### src/rtl/car_light_pkg.sv
// Shared light-state codes for the rear-light block and its command sequencer.
// The codes are one-cold; all-ones means STOP.
package car_light_pkg;

    localparam logic [3:0] CODE_STOP  = 4'b1111;
    localparam logic [3:0] CODE_GO    = 4'b1110;
    localparam logic [3:0] CODE_LEFT  = 4'b1101;
    localparam logic [3:0] CODE_RIGHT = 4'b1011;
    localparam logic [3:0] CODE_BACK  = 4'b0111;

    typedef enum logic [3:0] {
        StStop  = CODE_STOP,
        StGo    = CODE_GO,
        StLeft  = CODE_LEFT,
        StRight = CODE_RIGHT,
        StBack  = CODE_BACK
    } light_state_t;

    // Fixed-priority arbitration; the first matching rule wins.
    function automatic light_state_t select_target(input logic brake, input logic back,
                                                   input logic left, input logic right,
                                                   input logic go);
        if (brake)             return StStop;
        else if (back)         return StBack;
        else if (left && right) return StStop;
        else if (left)         return StLeft;
        else if (right)        return StRight;
        else if (go)           return StGo;
        else                   return StStop;
    endfunction

endpackage

### src/rtl/ctrl_debounce.sv
// Two-flop synchroniser plus counter debouncer for one raw switch.
// dout follows the synchronised input once it has differed for DEB_CYCLES cycles in a row.
module ctrl_debounce #(
    parameter int unsigned DEB_CYCLES = 1_000_000,
    parameter int unsigned CNT_W      = 28
) (
    input  logic clk,
    input  logic rst,
    input  logic din,
    output logic dout
);

    localparam logic [CNT_W-1:0] DEB_LAST = CNT_W'(DEB_CYCLES - 1);

    logic             sync1;
    logic             sync2;
    logic [CNT_W-1:0] cnt;

    always_ff @(posedge clk or posedge rst) begin
        if (rst) begin
            sync1 <= 1'b0;
            sync2 <= 1'b0;
            dout  <= 1'b0;
            cnt   <= '0;
        end else begin
            sync1 <= din;
            sync2 <= sync1;
            if (sync2 == dout) begin
                cnt <= '0;
            end else if (cnt == DEB_LAST) begin
                dout <= sync2;
                cnt  <= '0;
            end else begin
                cnt <= cnt + CNT_W'(1);
            end
        end
    end

endmodule

### src/rtl/car_light_ctrl.sv
// Rear-light command sequencer: debounced switches, priority arbitration, turn dwell.
// Define REVERSE_INTERLOCK_EN to force GO<->BACK changes through a timed STOP.
module car_light_ctrl #(
    parameter int unsigned DEB_CYCLES   = 1_000_000,
    parameter int unsigned DWELL_CYCLES = 50_000_000,
    parameter int unsigned CNT_W        = 28
) (
    input  logic       clk,
    input  logic       rst,
    input  logic       sw_brake,
    input  logic       sw_back,
    input  logic       sw_left,
    input  logic       sw_right,
    input  logic       sw_go,
    output logic [3:0] state_out,
    output logic       state_chg,
    output logic       dwell_busy
);

    import car_light_pkg::*;

    localparam logic [CNT_W-1:0] DWELL_LOAD = CNT_W'(DWELL_CYCLES - 1);

    logic [4:0]       raw;
    logic [4:0]       deb;
    light_state_t     state;
    light_state_t     target;
    logic [CNT_W-1:0] dwell_cnt;

    assign raw = {sw_go, sw_right, sw_left, sw_back, sw_brake};

    for (genvar i = 0; i < 5; i++) begin : g_deb
        ctrl_debounce #(
            .DEB_CYCLES(DEB_CYCLES),
            .CNT_W     (CNT_W)
        ) u_deb (
            .clk (clk),
            .rst (rst),
            .din (raw[i]),
            .dout(deb[i])
        );
    end

    always_comb begin
        target = select_target(deb[0], deb[1], deb[2], deb[3], deb[4]);
    end

    assign state_out  = state;
    assign dwell_busy = (dwell_cnt != '0);

    always_ff @(posedge clk or posedge rst) begin
        if (rst) begin
            state     <= StStop;
            state_chg <= 1'b0;
            dwell_cnt <= '0;
        end else begin
            state_chg <= 1'b0;
            if (dwell_busy) begin
                // Brake is the only thing allowed to cut a dwell short.
                if (deb[0]) begin
                    state     <= StStop;
                    dwell_cnt <= '0;
                    state_chg <= (state != StStop);
                end else begin
                    dwell_cnt <= dwell_cnt - CNT_W'(1);
                end
            end else if (target != state) begin
                state_chg <= 1'b1;
`ifdef REVERSE_INTERLOCK_EN
                if ((state == StGo && target == StBack) ||
                    (state == StBack && target == StGo)) begin
                    state     <= StStop;
                    dwell_cnt <= DWELL_LOAD;
                end else
`endif
                begin
                    state     <= target;
                    dwell_cnt <= (target == StLeft || target == StRight) ? DWELL_LOAD : '0;
                end
            end
        end
    end

endmodule

### config.mk
export PLATFORM = sky130hd
export DESIGN_NAME = car_light_ctrl
export DESIGN_NICKNAME = d
export VERILOG_FILES = /design/src/rtl/car_light_pkg.sv /design/src/rtl/ctrl_debounce.sv /design/src/rtl/car_light_ctrl.sv
export SDC_FILE = /design/constraint.sdc
export NUM_CORES = 1
export LEC_CHECK = 0
export CAP_MARGIN = 20
export CORE_AREA = 2 2 114 160
export CTS_BUF_LIST = sky130_fd_sc_hd__clkbuf_8
export CTS_CLUSTER_SIZE = 16
export DETAILED_ROUTE_END_ITERATION = 8
export DIE_AREA = 0 0 116 162
export PLACE_DENSITY = 0.7
export SLEW_MARGIN = 5
export SYNTH_ARGS = -nofsm -noshare
export SYNTH_HDL_FRONTEND = slang
export SYNTH_SLANG_ARGS = --single-unit
### constraint.sdc
create_clock -name clk -period 7.43 [get_ports clk]
set_input_delay 1.1145 -clock clk [delete_from_list [all_inputs] [get_ports clk]]
set_output_delay 1.1145 -clock clk [all_outputs]
set_load 0.1 [all_outputs]
==> impl_results.md, run 1 <==
* Fill count at 1513
* Final WL at 17.0 mm
* Initial antenna violation count at 0
* Yosys warning count at 0
* DRT Pass-1 Iters at 5
* Ant diodes at 0
* Port Buffers at 12
* Final setup viols at 0
* Layout cell share with drive strength beyond 1 at 0.0677
* Distinct cell type count after synthesis at 58
* Rel. slew slack at 0.314
* R2R depth at 7
* RSZ-0062 raised after global routing: false
* Initial cell density of the core at 0.545
* Max VDD drop at 0.128 mV
* Via Count at 6634
* WL per Instance at 14.1 um
* DRC Markers at 0
* Worst reg2reg startpoint: dwell_cnt[0]$_DFFE_PP0P_
* Grt ovf at 0
* H-tree depth at 4
* Final Cycle Share at 0.612
* Clk pin slew, worst setup/hold paths at 90 ps
* CP peak stage delay at 970 ps
* Hold depth at 0
* First-pass GRT wire length at 30.5 mm
* Post-Syn Area at 0.00941 sq mm
* Crit-path max FO at 10
* Slack of the critical path at 2890 ps
* Worst EP required at 6320 ps
* Slew @ Worst Pin at 1030 ps
* Cell Rows at 57
* Multi-input logic area at 0.00445 sq mm
* Number of hold buffers added after CTS at 0
* Clock root buffer: clkbuf_8
* Async set-reset flop share out of synthesis at 1.00
* Max Slew Vio Count at 0
* Count leader, synth: dfrtp_1
* Final ANT Viol Nets at 0
* I/O pin total at 13
* Layout area overhead at 7.37%
* Number of synthesized flops with an enable pin at 0
* Power density over cell area at 176 mW/mm^2
* Post-synthesis register bit count at 188
* Crit path cell chain: inv_1 -> ha_1 -> or4b_1 -> nand4b_4 -> nor2_8 -> inv_4 -> clkdlybuf4s50_1
* Pwr Total at 1.77 mW
* Pleak at 4.30 nW
* Gate Count Post-Synth at 967
* Critical path endpoint category: output pin
* Cell taking the most area after synthesis: dfrtp_1
* Top_reg_cell synth: dfrtp_1
* Via-to-Cell Ratio at 5.48
* Resized cells post-CTS at 0
* Critical Path Start Type: flip-flop
* Die Span Y at 162 um
* DRT iter0 DRCs at 371
* Critical-path top delay cell: clkdlybuf4s50_1
* Global Route Usage Sum at 0.200
* # nets final at 975
* Vias in the first global route at 6678
* Setup TNS at 0 ps
* Worst EP arrival at 3430 ps
* Placed wire-length estimate at 11.2 mm
* Hold Startpoint: g_deb[1].u_deb.sync1$_DFF_PP0_
* Mapped Nets at 980
* Register area share after synthesis at 0.501
* Clock Latency Late Sink at 470 ps
* Min Tclk post-route at 4540 ps
* Clk buf depth at 2
* Synth top area share at 0.489
* CTS tree: built
* TritonCTS Buffers at 17
* Core area at 0.0173 sq mm
* Fmax at 220 MHz
* Outcome: complete, no violations
* Post-CTS Repair Setup Buffers at 0
* Synth area leaders: dfrtp_1 49%, xnor2_1 8.2%, nor2_1 7.2%, xor2_1 6.4%, nand3_1 2.9%
* Skew final at 10.7 ps
* Avg Synthesized Cell Area at 9.73 sq um
* CP startpoint: dwell_cnt[0]$_DFFE_PP0P_
* Crit Path Category: flip-flop to output pin
* DP Worst Slack at 3380 ps
* Placer Congestion at 0.815
* Sink Count at 188
* Top cells by count, synth: 184 x dfrtp_1, 180 x nor2_1, 88 x xnor2_1
* Largest net degree at the start of global routing at 107
* Sequential Area at 0.00471 sq mm
* Width of the chip at 116 um
* Hold Crit Class: flip-flop to flip-flop
* Max-cap violations at 0
* Die area at 0.0188 sq mm
* Fin. Hold Viols at 0
[layer usage]
metal | global-route usage | vias to the layer above | part of all wire
met5 | 0 | - | 0
met4 | 0.0649 | 0 | 0.015
met3 | 0.0369 | 23 | 0.019
met2 | 0.340 | 52 | 0.50
met1 | 0.259 | 3227 | 0.47
li1 | - | 3332 | -
[flip-flops by register name, summed over array words and instances, names as in the netlist]
register	count
g_deb.u_deb.dout	5
g_deb.u_deb.sync1	5
state_chg	1
state_out	4
dwell_cnt	28
g_deb.u_deb.sync2	5
g_deb.u_deb.cnt	140
[area by class of cell]
type | count | area share
clock inverters | 8 | 0.00793
repair buffers | 15 | 0.0161
inverters | 16 | 0.00694
well taps | 236 | 0.0292
flip-flops and latches | 188 | 0.466
clock buffers | 24 | 0.0327
multi-input cells | 724 | 0.441
[cells by family (layout without fill, tap and decap cells)]
| family | after synthesis | after routing | synth area share |
|---|---|---|---|
| compound gates | 42 | 42 | 0.0335 |
| xor+xnor | 157 | 157 | 0.146 |
| fa+ha+maj | 6 | 6 | 0.00798 |
| buf+inv | 55 | 63 | 0.0261 |
| flops | 188 | 188 | 0.501 |
| mux | 6 | 6 | 0.00691 |
| simple gates | 513 | 513 | 0.279 |
[per-stage QoR]
step / utilization / hold slack [ps] / area (sq um) / cells
floorplan: - / 331 / 9410 / 967
global placement: 0.560 / 335 / 9660 / 1178
detailed placement: 0.560 / 337 / 9660 / 1178
CTS: 0.584 / 359 / 10100 / 1210
global route: 0.585 / 371 / 10100 / 1211
finish: 0.585 / 356 / 10100 / 1211
[power by group]
part | internal (mW) | leakage [nW] | switching [mW]
sequential | 1.03 | 2.58 | 0.00818
combinational | 0.0130 | 1.52 | 0.0381
clock | 0.329 | 0.204 | 0.354
[critical path: cells and delay by family, from the launching register on]
kind                       cells  cell delay, ps
adders and majority gates      1             190
buffers and inverters          3            1120
DFF                            1             440
and+or+nand+nor                3            1210
[path summary, 6_finish.rpt]
| path | endpoint | slack, ps |
|---|---|---|
| min in group asynchronous | g_deb[2].u_deb.cnt[18]$_DFF_PP0_ | 1150 |
| worst max register to register | state_out[0]$_DFFE_PP1P_ | 4430 |
| worst min-delay path | g_deb[1].u_deb.sync2$_DFF_PP0_ | 360 |
| worst min register to register | g_deb[1].u_deb.sync2$_DFF_PP0_ | 360 |
| max in group asynchronous | g_deb[4].u_deb.cnt[0]$_DFF_PP0_ | 5130 |
| worst max-delay path | dwell_busy | 2890 |
[placed cells by master, fill, tap and decap left out, drive strengths merged, types with 5 or more instances in the layout]
cell type | synthesis | routed
clkbuf | 23 | 24
nand3 | 54 | 54
nor4 | 36 | 36
or3 | 10 | 10
nand2 | 61 | 61
inv | 16 | 17
a21oi | 5 | 5
and3 | 19 | 19
nor2 | 181 | 181
dfrtp | 184 | 184
and2 | 8 | 8
nand4 | 43 | 43
clkdlybuf4s50 | 0 | 12
and4 | 18 | 18
nor4b | 7 | 7
xor2 | 69 | 69
or2 | 7 | 7
nor3 | 50 | 50
ha | 6 | 6
o21ai | 21 | 21
xnor2 | 88 | 88
(Power assumes the default switching activity.)
==> run 2, diff against run 1 <==
==> constraint.sdc (replaced) <==
create_clock -name clk -period 4.2 [get_ports clk]
set_input_delay 0.63 -clock clk [delete_from_list [all_inputs] [get_ports clk]]
set_output_delay 0.63 -clock clk [all_outputs]
set_load 0.1 [all_outputs]
==> run 2 against run 1 <==
Net effect: first-iteration DRC count down 15%; combinational power up 77%; non-clock buffer count up 3; clock skew up 2.0 ps; global-route usage down 0.12 points; cell count up 0.25%; critical path depth unchanged; clock-buffer cell count down 7; critical path type unchanged.
==> impl_results.md, run 2 (synthesis results as in run 1) <==
* Worst EP arrival at 2690 ps (-740 ps)
* Worst reg2reg endpoint: dwell_cnt[1]$_DFFE_PP0P_
* Max Slew Vio Count at 0 (unchanged)
* Hold WS at 366 ps (+9.44 ps)
* Placer Congestion at 0.850 (+4.3%)
* H-tree depth at 4 (unchanged)
* Critical-path top delay cell: or4b_1
* Die Span Y at 162 um (unchanged)
* TritonCTS Buffers at 17 (unchanged)
* Crit path cell chain: inv_1 -> ha_1 -> or4b_1 -> nand4b_4 -> nor2_8 -> inv_4 -> buf_4
* Hold Startpoint: g_deb[1].u_deb.sync1$_DFF_PP0_
* Fin. Hold Viols at 0 (unchanged)
* CP Buf/Inv Count at 3 (unchanged)
* # nets final at 978 (+0.31%)
* Critical Path Start Type: flip-flop
* Most frequent cells in the layout: 184 x dfrtp_1, 180 x nor2_1, 88 x xnor2_1, 69 x xor2_1, 61 x nand2_1
* Crit Path Category: flip-flop to output pin
* Die area at 0.0188 sq mm (unchanged)
* Clock Latency Late Sink at 470 ps (about the same)
* Via-to-Cell Ratio at 5.51 (+0.63%)
* Via Count at 6692 (+0.87%)
* Initial antenna violation count at 0 (unchanged)
* WL per Instance at 14.0 um (about the same)
* Sw Pwr at 798 uW (+99%)
* Largest register FFs at 140 (unchanged)
* Final Cycle Share at 0.790
* Power density over cell area at 306 mW/mm^2 (+75%)
* RSZ-0062 raised after global routing: false
* Hold depth at 0 (unchanged)
* R2R depth at 7 (unchanged)
* Hold EP: g_deb[1].u_deb.sync2$_DFF_PP0_
* R2R Setup Slk at 1350 ps (-3080 ps)
* Outcome: complete, no violations
* Cell Rows at 57 (unchanged)
* Power Internal at 2.29 mW (+67%)
* Final setup viols at 0 (unchanged)
* Max VDD drop at 0.218 mV (+70%)
* Width of the chip at 116 um (unchanged)
* Sequential Area at 0.00471 sq mm (unchanged)
* Layout area overhead at 7.18%
* CTS tree: built
* Pleak at 4.29 nW (about the same)
* Resized cells post-CTS at 0 (unchanged)
* Min Tclk post-route at 3320 ps
* I/O pin total at 13 (unchanged)
* Biggest register: g_deb.u_deb.cnt
* Largest net degree at the start of global routing at 87 (-19%)
* Global Route Usage Sum at 0.199 (-0.00125)
* CP peak stage delay at 640 ps (-330 ps)
* CP top delay family: simple AND/OR/NAND/NOR gates
* Worst reg2reg startpoint: dwell_cnt[0]$_DFFE_PP0P_
* DRT iter0 DRCs at 314 (-15%)
* Final WL at 17.1 mm (+0.19%)
* Slew @ Worst Pin at 987 ps (-42.2 ps)
* Multi-input logic area at 0.00445 sq mm (unchanged)
* Clk network pwr share at 0.376 (-0.009)
* Post-CTS Repair Setup Buffers at 0 (unchanged)
* Post-route insts no fill at 1214 (+0.25%)
* Critical path endpoint category: output pin
* Clock root buffer: clkbuf_8
* Number of hold buffers added after CTS at 0 (unchanged)
* Max-cap violations at 0 (unchanged)
* Placed cell count at 1182 (+0.34%)
* Pwr Total at 3.09 mW (+74%)
* Sink Count at 188 (unchanged)
* Rel. slew slack at 0.342 (+0.0282)
* Hold Crit Class: flip-flop to flip-flop
* Combinational share of power at 0.029 (about the same)
* Initial cell density of the core at 0.545 (unchanged)
* Layout Utilization at 0.584 (-0.00101)
* Port Buffers at 12 (unchanged)
* Placed wire-length estimate at 11.4 mm (+2.4%)
* Final ANT Viol Nets at 0 (unchanged)
* Skew final at 12.7 ps (+1.97 ps)
* Regs by FF count: g_deb.u_deb.cnt (140), dwell_cnt (28)
* Crit-path max FO at 10 (unchanged)
* DRC Markers at 0 (unchanged)
* Vias in the first global route at 6702 (+0.36%)
* Core area at 0.0173 sq mm (unchanged)
* Clk pin slew, worst setup/hold paths at 100 ps (about the same)
* Ant diodes at 0 (unchanged)
* Clk buf depth at 2 (unchanged)
* Fill count at 1568 (+3.6%)
* Fmax at 302 MHz
* Switching Share at 0.258 (+0.0323)
* Worst EP required at 3570 ps (-2750 ps)
* Layout cell share with drive strength beyond 1 at 0.0716 (+0.00388)
* Grt ovf at 0 (unchanged)
* First-pass GRT wire length at 30.5 mm (-0.27%)
* Seq pwr share at 0.595 (+0.009)
* Setup TNS at 0 ps (unchanged)
* DRT Pass-1 Iters at 4 (-1)
* Most common cell after layout, fill and taps aside: dfrtp_1
## run 2: cell count changes in the layout (fill, tap and decap cells not counted), moves of 2 or more
cell | before | now
clkinv_4 | 1 | 4
buf_4 | 2 | 6
inv_6 | 1 | 4
clkbuf_8 | 24 | 17
inv_8 | 1 | 5
clkinv_2 | 2 | 0
## run 2: worst max path at each step
stage / startpoint / endpoint / slack [ps] / depth (start not counted)
detailed placement: dwell_cnt[0]$_DFFE_PP0P_ / dwell_cnt[1]$_DFFE_PP0P_ / 1410 / 7
finish: dwell_cnt[0]$_DFFE_PP0P_ / dwell_busy / 880 / 7
global placement: dwell_cnt[0]$_DFFE_PP0P_ / dwell_busy / 1430 / 7
CTS: dwell_cnt[0]$_DFFE_PP0P_ / dwell_busy / 870 / 7
global route: dwell_cnt[0]$_DFFE_PP0P_ / dwell_busy / 700 / 7
floorplan: rst / dwell_cnt[0]$_DFFE_PP0P_ / 1150 / 1
## run 2: final cells by class
type / count / area share
clock buffers: 17 / 0.0232
repair buffers: 18 / 0.0174
multi-input cells: 724 / 0.442
flip-flops and latches: 188 / 0.467
well taps: 236 / 0.0293
clock inverters: 15 / 0.0149
inverters: 16 / 0.00658
## run 2: layer usage
metal  vias up  routed length (um)  track usage  share of wire
met5         -                   0            0              0
met4         0                 193       0.0655          0.011
met3        16                 391       0.0388          0.023
met2        67                8530        0.339           0.50
met1      3276                7930        0.254           0.47
li1       3333                   -            -              -
## run 2: metrics by stage
step           area (sq um)  setup slack (ps)
3_3_place_gp           9700              1430
6_report              10100               883
3_5_place_dp           9700              1410
2_1_floorplan          9410              1150
4_1_cts               10100               866
5_1_grt               10100               699
## run 2: worst register-to-register path: cells and delay by family (launching register included)
kind | cells | cell delay, ps
simple gates | 3 | 1190
fa+ha+maj | 1 | 190
flops | 1 | 440
compound gates | 2 | 860
buf+inv | 1 | 80
## run 2: power groups by stage
stage	Combinational, mW	Clock [mW]	Sequential, mW
after detailed placement	0.0944	0	1.88
after floorplan	0.0696	0	1.87
after CTS	0.0946	1.20	1.84
final	0.0903	1.16	1.84
after global placement	0.0939	0	1.87
after global routing	0.107	1.27	1.84
==> run 3, diff against run 2 <==
--- a/config.mk
+++ b/config.mk
@@ -11,7 +11,7 @@
 export CTS_CLUSTER_SIZE = 16
 export DETAILED_ROUTE_END_ITERATION = 8
 export DIE_AREA = 0 0 116 162
-export PLACE_DENSITY = 0.7
+export PLACE_DENSITY = 0.73
 export SLEW_MARGIN = 5
 export SYNTH_ARGS = -nofsm -noshare
 export SYNTH_HDL_FRONTEND = slang
==> constraint.sdc (replaced) <==
create_clock -name clk -period 2.8 [get_ports clk]
set_input_delay 0.42 -clock clk [delete_from_list [all_inputs] [get_ports clk]]
set_output_delay 0.42 -clock clk [all_outputs]
set_load 0.1 [all_outputs]
==> run 3 against run 2 <==
Net effect: worst setup slack worse by 740 ps; first-iteration DRC count grew 25%; core utilization is 0.63 points higher; clock skew down 1.7 ps; die area unchanged; sequential power increased by 50%; routed wire length grew 1.8%; largest cell class unchanged; non-clock buffer count up 12; worst hold slack got worse by 10 ps; register-to-register slack got worse by 1000 ps; cell count is 0.99% higher; clock power up 55%.
==> impl_results.md, run 3 (synthesis results as in run 1) <==
* Outcome: complete, no violations
* Layout cell share with drive strength beyond 1 at 0.0879 (+0.0163)
* TritonCTS Buffers at 17 (unchanged)
* Clock Latency Late Sink at 450 ps (-20 ps)
* Crit Path Category: flip-flop to output pin
* Hold Crit Class: flip-flop to flip-flop
* WL per Instance at 14.2 um (+0.81%)
* Max-cap violations at 0 (unchanged)
* Placer Congestion at 0.824 (-3.0%)
* Max Slew Vio Count at 0 (unchanged)
* DRT iter0 DRCs at 392 (+25%)
* Slew @ Worst Pin at 880 ps (-107 ps)
* Global Route Usage Sum at 0.203 (+0.00406)
* CP peak stage delay at 460 ps (-180 ps)
* Hold depth at 0 (unchanged)
* Critical path endpoint category: output pin
* Clk buf depth at 2 (unchanged)
* Placed wire-length estimate at 11.7 mm (+2.4%)
* CP Buf/Inv Count at 3 (unchanged)
* Via-to-Cell Ratio at 5.51 (about the same)
* Via Count at 6753 (+0.91%)
* Critical-path top delay cell: or4b_1
* Hold EP: g_deb[2].u_deb.sync2$_DFF_PP0_
* Power density over cell area at 461 mW/mm^2 (+50%)
* Crit-path max FO at 8 (-2)
* Fmax at 377 MHz
* Fin. Hold Viols at 0 (unchanged)
* Cell Rows at 57 (unchanged)
* Critical Path Start Type: flip-flop
* DP Worst Slack at 391 ps (-1020 ps)
* Sink Count at 188 (unchanged)
* Slack of the critical path at 147 ps (-736 ps)
* DRT Pass-1 Iters at 4 (unchanged)
* Clock root buffer: clkbuf_8
* Clk pin slew, worst setup/hold paths at 90 ps (about the same)
* Final WL at 17.4 mm (+1.8%)
* Initial antenna violation count at 0 (unchanged)
* Hold Startpoint: g_deb[2].u_deb.sync1$_DFF_PP0_
* Number of hold buffers added after CTS at 0 (unchanged)
* Layout area overhead at 8.34%
* Ant diodes at 0 (unchanged)
* Vias in the first global route at 6926 (+3.3%)
* Largest register FFs at 140 (unchanged)
* Hold WS at 356 ps (-9.98 ps)
* Port Buffers at 12 (unchanged)
* Final ANT Viol Nets at 0 (unchanged)
* CP top delay family: simple AND/OR/NAND/NOR gates
* Initial cell density of the core at 0.545 (unchanged)
* Final setup viols at 0 (unchanged)
* Worst reg2reg endpoint: state_out[1]$_DFFE_PP1P_
* R2R depth at 8 (+1)
* First-pass GRT wire length at 31.1 mm (+2.1%)
* Die Span Y at 162 um (unchanged)
* Width of the chip at 116 um (unchanged)
* Skew final at 11.0 ps (-1.69 ps)
* Worst reg2reg startpoint: dwell_cnt[0]$_DFFE_PP0P_
* Largest net degree at the start of global routing at 135 (+55%)
* Most common cell after layout, fill and taps aside: dfrtp_1
* H-tree depth at 4 (unchanged)
* DRC Markers at 0 (unchanged)
* Regs by FF count: g_deb.u_deb.cnt (140), dwell_cnt (28)
* R2R Setup Slk at 340 ps (-1010 ps)
* Pleak at 4.36 nW (+1.5%)
* Fill count at 1525 (-2.7%)
* Final Cycle Share at 0.947
* Worst EP arrival at 2230 ps (-460 ps)
* I/O pin total at 13 (unchanged)
* RSZ-0062 raised after global routing: false
* Most frequent cells in the layout: 183 x dfrtp_1, 180 x nor2_1, 88 x xnor2_1, 69 x xor2_1, 61 x nand2_1
* Min Tclk post-route at 2650 ps
* Grt ovf at 0 (unchanged)
* Biggest register: g_deb.u_deb.cnt
* Core area at 0.0173 sq mm (unchanged)
* Rel. slew slack at 0.408 (+0.0658)
* Crit path cell chain: inv_1 -> ha_1 -> or4b_1 -> nand4b_4 -> nor2_8 -> inv_4 -> buf_12
* CTS tree: built
* Worst EP required at 2380 ps (-1190 ps)
* # nets final at 990 (+1.2%)
* Die area at 0.0188 sq mm (unchanged)
* Max VDD drop at 0.275 mV (+27%)
[run 3: cell count changes in the layout (fill, tap and decap cells not counted), sizes merged]
cell / delta
buf: +17
clkinv: -1
bufinv: +2
clkbuf: +2
inv: -5
clkinvlp: +2
clkdlybuf4s50: -5
[run 3: worst reg2reg max path, cell delays in order (launching register included)]
cell and delay (ps):
dfrtp_2 450, inv_1 70, ha_1 180, or4b_1 460, nand4b_4 230, buf_4 210, o21ai_4 360, o31a_1 250
a2bb2oi_1 170
[run 3: report_power, final]
group / internal [mW] / switching [mW]
combinational: 0.0367 / 0.0995
clock: 0.846 / 0.955
sequential: 2.74 / 0.0214
total: 3.62 / 1.08
[run 3: routing by layer]
layer | track usage | vias to the layer above | wire length [um]
li1 | - | 3359 | -
met1 | 0.263 | 3296 | 7810
met2 | 0.343 | 88 | 8940
met3 | 0.0325 | 10 | 402
met4 | 0.0768 | 0 | 202
met5 | 0 | - | 0
[run 3: layout make-up]
class                   count  area [sq um]  share of cell area
well taps                 236           295              0.0290
clock inverters            13           140              0.0137
multi-input cells         724          4450               0.437
repair buffers             30           265              0.0260
clock buffers              19           262              0.0257
flip-flops and latches    188          4710               0.462
inverters                  16          66.3             0.00651
[run 3: worst max path at each step]
stage / from / cells after the start / endpoint / slack (ps)
2_1_floorplan: rst / 1 / dwell_cnt[0]$_DFFE_PP0P_ / -40
6_report: dwell_cnt[0]$_DFFE_PP0P_ / 7 / dwell_busy / 150
5_1_grt: dwell_cnt[0]$_DFFE_PP0P_ / 7 / dwell_busy / 10
3_3_place_gp: dwell_cnt[0]$_DFFE_PP0P_ / 8 / dwell_cnt[23]$_DFFE_PP0P_ / 450
3_5_place_dp: dwell_cnt[0]$_DFFE_PP0P_ / 8 / dwell_cnt[25]$_DFFE_PP0P_ / 390
4_1_cts: dwell_cnt[0]$_DFFE_PP0P_ / 7 / dwell_busy / 30
[run 3: what timing repair did]
action,4_1_cts,5_1_grt
setup endpoints to repair,1,1
hold endpoints to repair,0,0
gates resized for setup,0,1
pin swaps,0,1
setup buffers,1,1
[run 3: metrics by stage]
step           power [mW]  area, sq um  setup TNS [ps]   util  instances
6_report             4.70        10200               0  0.591       1226
5_1_grt              4.90        10200               0  0.591       1226
4_1_cts              4.76        10200               0  0.590       1225
3_5_place_dp         2.96         9780               0  0.566       1192
3_3_place_gp         2.95         9780               0  0.566       1192
2_1_floorplan        2.91         9410           -6850      -        967
==> patch 1, RTL diff (flow settings as in run 1) <==
`CNT_W` is set to 28 in 2 places; all go to 14.
--- a/src/rtl/ctrl_debounce.sv
+++ b/src/rtl/ctrl_debounce.sv
@@ -2,7 +2,7 @@
 // dout follows the synchronised input once it has differed for DEB_CYCLES cycles in a row.
 module ctrl_debounce #(
     parameter int unsigned DEB_CYCLES = 1_000_000,
-    parameter int unsigned CNT_W      = 28
+    parameter int unsigned CNT_W      = 14
 ) (
     input  logic clk,
     input  logic rst,
--- a/src/rtl/car_light_ctrl.sv
+++ b/src/rtl/car_light_ctrl.sv
@@ -3,7 +3,7 @@
 module car_light_ctrl #(
     parameter int unsigned DEB_CYCLES   = 1_000_000,
     parameter int unsigned DWELL_CYCLES = 50_000_000,
-    parameter int unsigned CNT_W        = 28
+    parameter int unsigned CNT_W        = 14
 ) (
     input  logic       clk,
     input  logic       rst,
Behaviour: same outputs for any inputs over 10 cycles, from zero or initial values and one cycle with rst high; that may be too few to reach the edited logic, so the function may still have changed.
==> patch 1 against run 1 <==
Clock skew rose by 0.00053 ns; setup slack gained 0.60 ns; design area shrank 46%; synthesized area is 48% lower; sequential cell count fell by 84; die area unchanged; count of clock-buffer cells in the layout fell by 15; first-iteration DRC count decreased by 52%; combinational power fell by 32%; largest power group unchanged; routed wire length shrank 51%; power is 46% lower.
==> patch 1: results (changes against run 1) <==
- The number of cells traversed by the worst register-to-register path came to 5 (-2).
- The maximum level of the CTS H-tree came to 3 (-1).
- The first-pass detailed-route iteration total came to 4 (-1).
- The maximum resistive drop on vdd is 146 uV (+14%).
- The clock latency on the worst-skew pair was 0.36 ns (-0.11 ns).
- The critical path's largest stage delay is 1.07 ns (+0.10 ns).
- The cell count after placement is 717 (-39%).
- The post-synth net total is 499 (-49%).
- The met2 track demand over resource in global routing is 0.175 (-0.165).
- The arrival time of the worst setup path came to 2.83 ns (-0.60 ns).
- The overall global routing resource usage is 0.0978 (-0.102).
- The flow ran to the end, and the final reports show no timing, DRC or antenna violations.
- The wire length the detailed router placed on met1 came to 3720 um (-54%).
- The share of layout cells above drive strength 1 was 0.0726 (+0.00489).
- The capture instance of the worst register-to-register path is dwell_cnt[3].
- The static leakage is 0.00244 uW (-43%).
- The clock skew after layout is 0.0112 ns (+0.000526 ns).
- The global-route wire length before repair is 15100 um (-51%).
- The pre-CTS worst setup slack is 3.90 ns (+0.511 ns).
- The slack of the worst reg-to-reg path was 5.13 ns (+0.70 ns).
- The part of the Yosys area used for sequential elements is 0.528 (+0.0279).
- The largest net degree at the start of global routing was 72 (-33%).
- The placer's final routability congestion estimate is 0.728 (-11%).
- The routed wire length on met2 is 4440 um (-47%).
- The count of different cell masters after synthesis is 48 (-17%).
- The total clock buffers created by CTS is 9 (-8).
[patch 1: area by class of cell]
cell class,instances,area (sq um)
Timing Repair Buffer,13,128
Tap cell,236,295
Multi-Input combinational cell,353,2210
Inverter,11,43.8
Clock inverter,6,62.6
Fill cell,1846,11800
Sequential cell,104,2610
Clock buffer,9,124
[patch 1: stage by stage]
stage	hold WS [ns]	cell area [sq um]
after floorplan	0.331	4930
after global placement	0.334	5290
after detailed placement	0.337	5290
after CTS	0.357	5480
after global routing	0.360	5480
final	0.355	5480
[patch 1: how the worst min path moves through the flow]
stage | startpoint | endpoint | cells past startpoint | slack [ns]
6_report | g_deb[1].u_deb.sync1 | g_deb[1].u_deb.sync2 | 0 | 0.35
2_1_floorplan | g_deb[0].u_deb.sync1 | g_deb[0].u_deb.sync2 | 0 | 0.33
3_5_place_dp | g_deb[2].u_deb.sync1 | g_deb[2].u_deb.sync2 | 0 | 0.34
4_1_cts | g_deb[1].u_deb.sync1 | g_deb[1].u_deb.sync2 | 0 | 0.36
3_3_place_gp | g_deb[4].u_deb.sync1 | g_deb[4].u_deb.sync2 | 0 | 0.33
5_1_grt | g_deb[1].u_deb.sync1 | g_deb[1].u_deb.sync2 | 0 | 0.36
[patch 1: power breakdown]
group / switching, uW / internal, uW / total, uW
registers: 8.89 / 575 / 584
logic: 23.2 / 11.4 / 34.6
clock network: 185 / 153 / 338
[patch 1: cell families (layout without fill, tap and decap cells)]
group / Yosys count / count (layout) / share of synthesized area
DFF: 104 / 104 / 0.528
AOI/OAI and AO/OA: 26 / 26 / 0.0342
muxes: 7 / 7 / 0.0155
xor gates and xnor gates: 74 / 74 / 0.131
adders and majority gates: 7 / 7 / 0.0177
and+or+nand+nor: 239 / 239 / 0.250
buffers and inverters: 28 / 39 / 0.0228
==> patch 2, RTL diff (settings of run 1) <==
Without the edit above. Reset style: synchronous (`rst`), changed in 2 clocked blocks.
--- a/src/rtl/ctrl_debounce.sv
+++ b/src/rtl/ctrl_debounce.sv
@@ -16,7 +16,7 @@
     logic             sync2;
     logic [CNT_W-1:0] cnt;
 
-    always_ff @(posedge clk or posedge rst) begin
+    always_ff @(posedge clk) begin
         if (rst) begin
             sync1 <= 1'b0;
             sync2 <= 1'b0;
--- a/src/rtl/car_light_ctrl.sv
+++ b/src/rtl/car_light_ctrl.sv
@@ -48,7 +48,7 @@
     assign state_out  = state;
     assign dwell_busy = (dwell_cnt != '0);
 
-    always_ff @(posedge clk or posedge rst) begin
+    always_ff @(posedge clk) begin
         if (rst) begin
             state     <= StStop;
             state_chg <= 1'b0;
Function: no difference found for any inputs over 10 cycles, from zero or initial values and one cycle with rst high; that may be too few to reach the edited logic, so the function may still have changed.
==> patch 2 against run 1 <==
Synthesized cell count rose by 0.52%; critical path depth fell by 3; setup slack improved by 0.40 ns; design area down 9.5%; synthesized area down 10%; sequential cell count unchanged; routed wire length decreased by 9.0%; critical endpoint unchanged; largest cell class is now multi-input combinational cells.
Power is not compared: it rests on default switching activity, and its combinational part moved more than twofold at a synthesized area within 25%.
==> patch 2: results (changes against run 1) <==
- The total vias in the final route is 6463 (-2.6%).
- Tracing the worst setup path back leads to its startpoint at dwell_cnt[11].
- The post-synth net total is 985 (+0.51%).
- The share of synthesized flip-flops with an asynchronous set or reset is 0 (-1.00).
- The number of cells traversed by the worst register-to-register path is 6 (-1).
- The maximum fanout count along the critical path came to 8 (-2).
- The detail-routed via count per cell came to 5.30 (-3.3%).
- The post-synthesis mux area share is 0.00591 (-0.00100).
- The count of different cell masters after synthesis is 57 (-1.7%).
- The overall global routing resource usage is 0.177 (-0.0232).
- The met3 wire length was 411 um (+29%).
- The global-route met1 utilization is 0.216 (-0.0430).
- By count the netlist is led by sky130_fd_sc_hd__nor2_1 (190), sky130_fd_sc_hd__dfxtp_1 (188), sky130_fd_sc_hd__xnor2_1 (98), sky130_fd_sc_hd__xor2_1 (62), sky130_fd_sc_hd__nand3_1 (61).
- The first-pass detailed-route iteration total is 4 (-1).
- The final net count is 984 (+0.92%).
- The HPWL after detailed placement was 10600 um (-4.8%).
- The wire length the detailed router placed on met1 is 7250 um (-9.3%).
- The met2 track demand over resource in global routing is 0.308 (-0.0322).
- The clock skew after layout is 0.0113 ns (+0.000552 ns).
- The arrival time of the worst setup path was 3.03 ns (-0.40 ns).
- The final-layout fill cell count is 1664 (+10%).
- The relative slew slack is 0.294 (-0.0202).
- The met3 track utilization from global routing is 0.0347 (-0.00224).
- The origin of the critical flop-to-flop path is g_deb[3].u_deb.cnt[0].
- The final worst setup slack is 3.29 ns (+0.402 ns).
- The global-route wire length before repair is 27700 um (-9.2%).
- The run finished with clean final reports.
- The post-synthesis cell count is 972 (+0.52%).
- The cell count after placement came to 1188 (+0.85%).
- The largest net degree at the start of global routing was 29 (-73%).
==> patch 2: changes by cell type in the layout (fill, tap and decap cells not counted), sizes merged, moves of 5 or more <==
cell / run 1 / this run
and4: 18 / 10
clkbuf: 24 / 17
dfrtp: 184 / 0
dfxtp: 0 / 188
inv: 17 / 26
nand3: 54 / 61
nor2: 181 / 191
nor2b: 1 / 12
nor4: 36 / 43
or2: 7 / 2
xnor2: 88 / 98
xor2: 69 / 62
==> patch 2: kinds of logic (layout without fill, tap and decap cells) <==
logic type / Yosys count / count (layout)
and+or+nand+nor: 529 / 529
DFF: 188 / 188
xor gates and xnor gates: 160 / 160
buffers and inverters: 50 / 62
AOI/OAI and AO/OA: 34 / 34
adders and majority gates: 6 / 6
muxes: 5 / 5
==> patch 2: worst min-delay path by stage <==
stage / startpoint / endpoint / slack, ns / cells past startpoint
final: g_deb[0].u_deb.cnt[0] / g_deb[0].u_deb.cnt[0] / 0.45 / 1
after global routing: g_deb[3].u_deb.sync1 / g_deb[3].u_deb.sync2 / 0.46 / 1
after CTS: g_deb[3].u_deb.sync1 / g_deb[3].u_deb.sync2 / 0.45 / 1
after detailed placement: g_deb[0].u_deb.sync1 / g_deb[0].u_deb.sync2 / 0.43 / 1
after global placement: g_deb[1].u_deb.sync1 / g_deb[1].u_deb.sync2 / 0.42 / 1
after floorplan: g_deb[0].u_deb.cnt[0] / g_deb[0].u_deb.cnt[0] / 0.41 / 1
==> patch 2: final cells by class <==
class / count / area [sq um] / area share
flip-flops and latches: 188 / 3760 / 0.412
clock inverters: 15 / 173 / 0.0189
repair buffers: 14 / 143 / 0.0156
multi-input cells: 734 / 4470 / 0.489
well taps: 236 / 295 / 0.0323
inverters: 16 / 60.1 / 0.00657
clock buffers: 17 / 234 / 0.0256
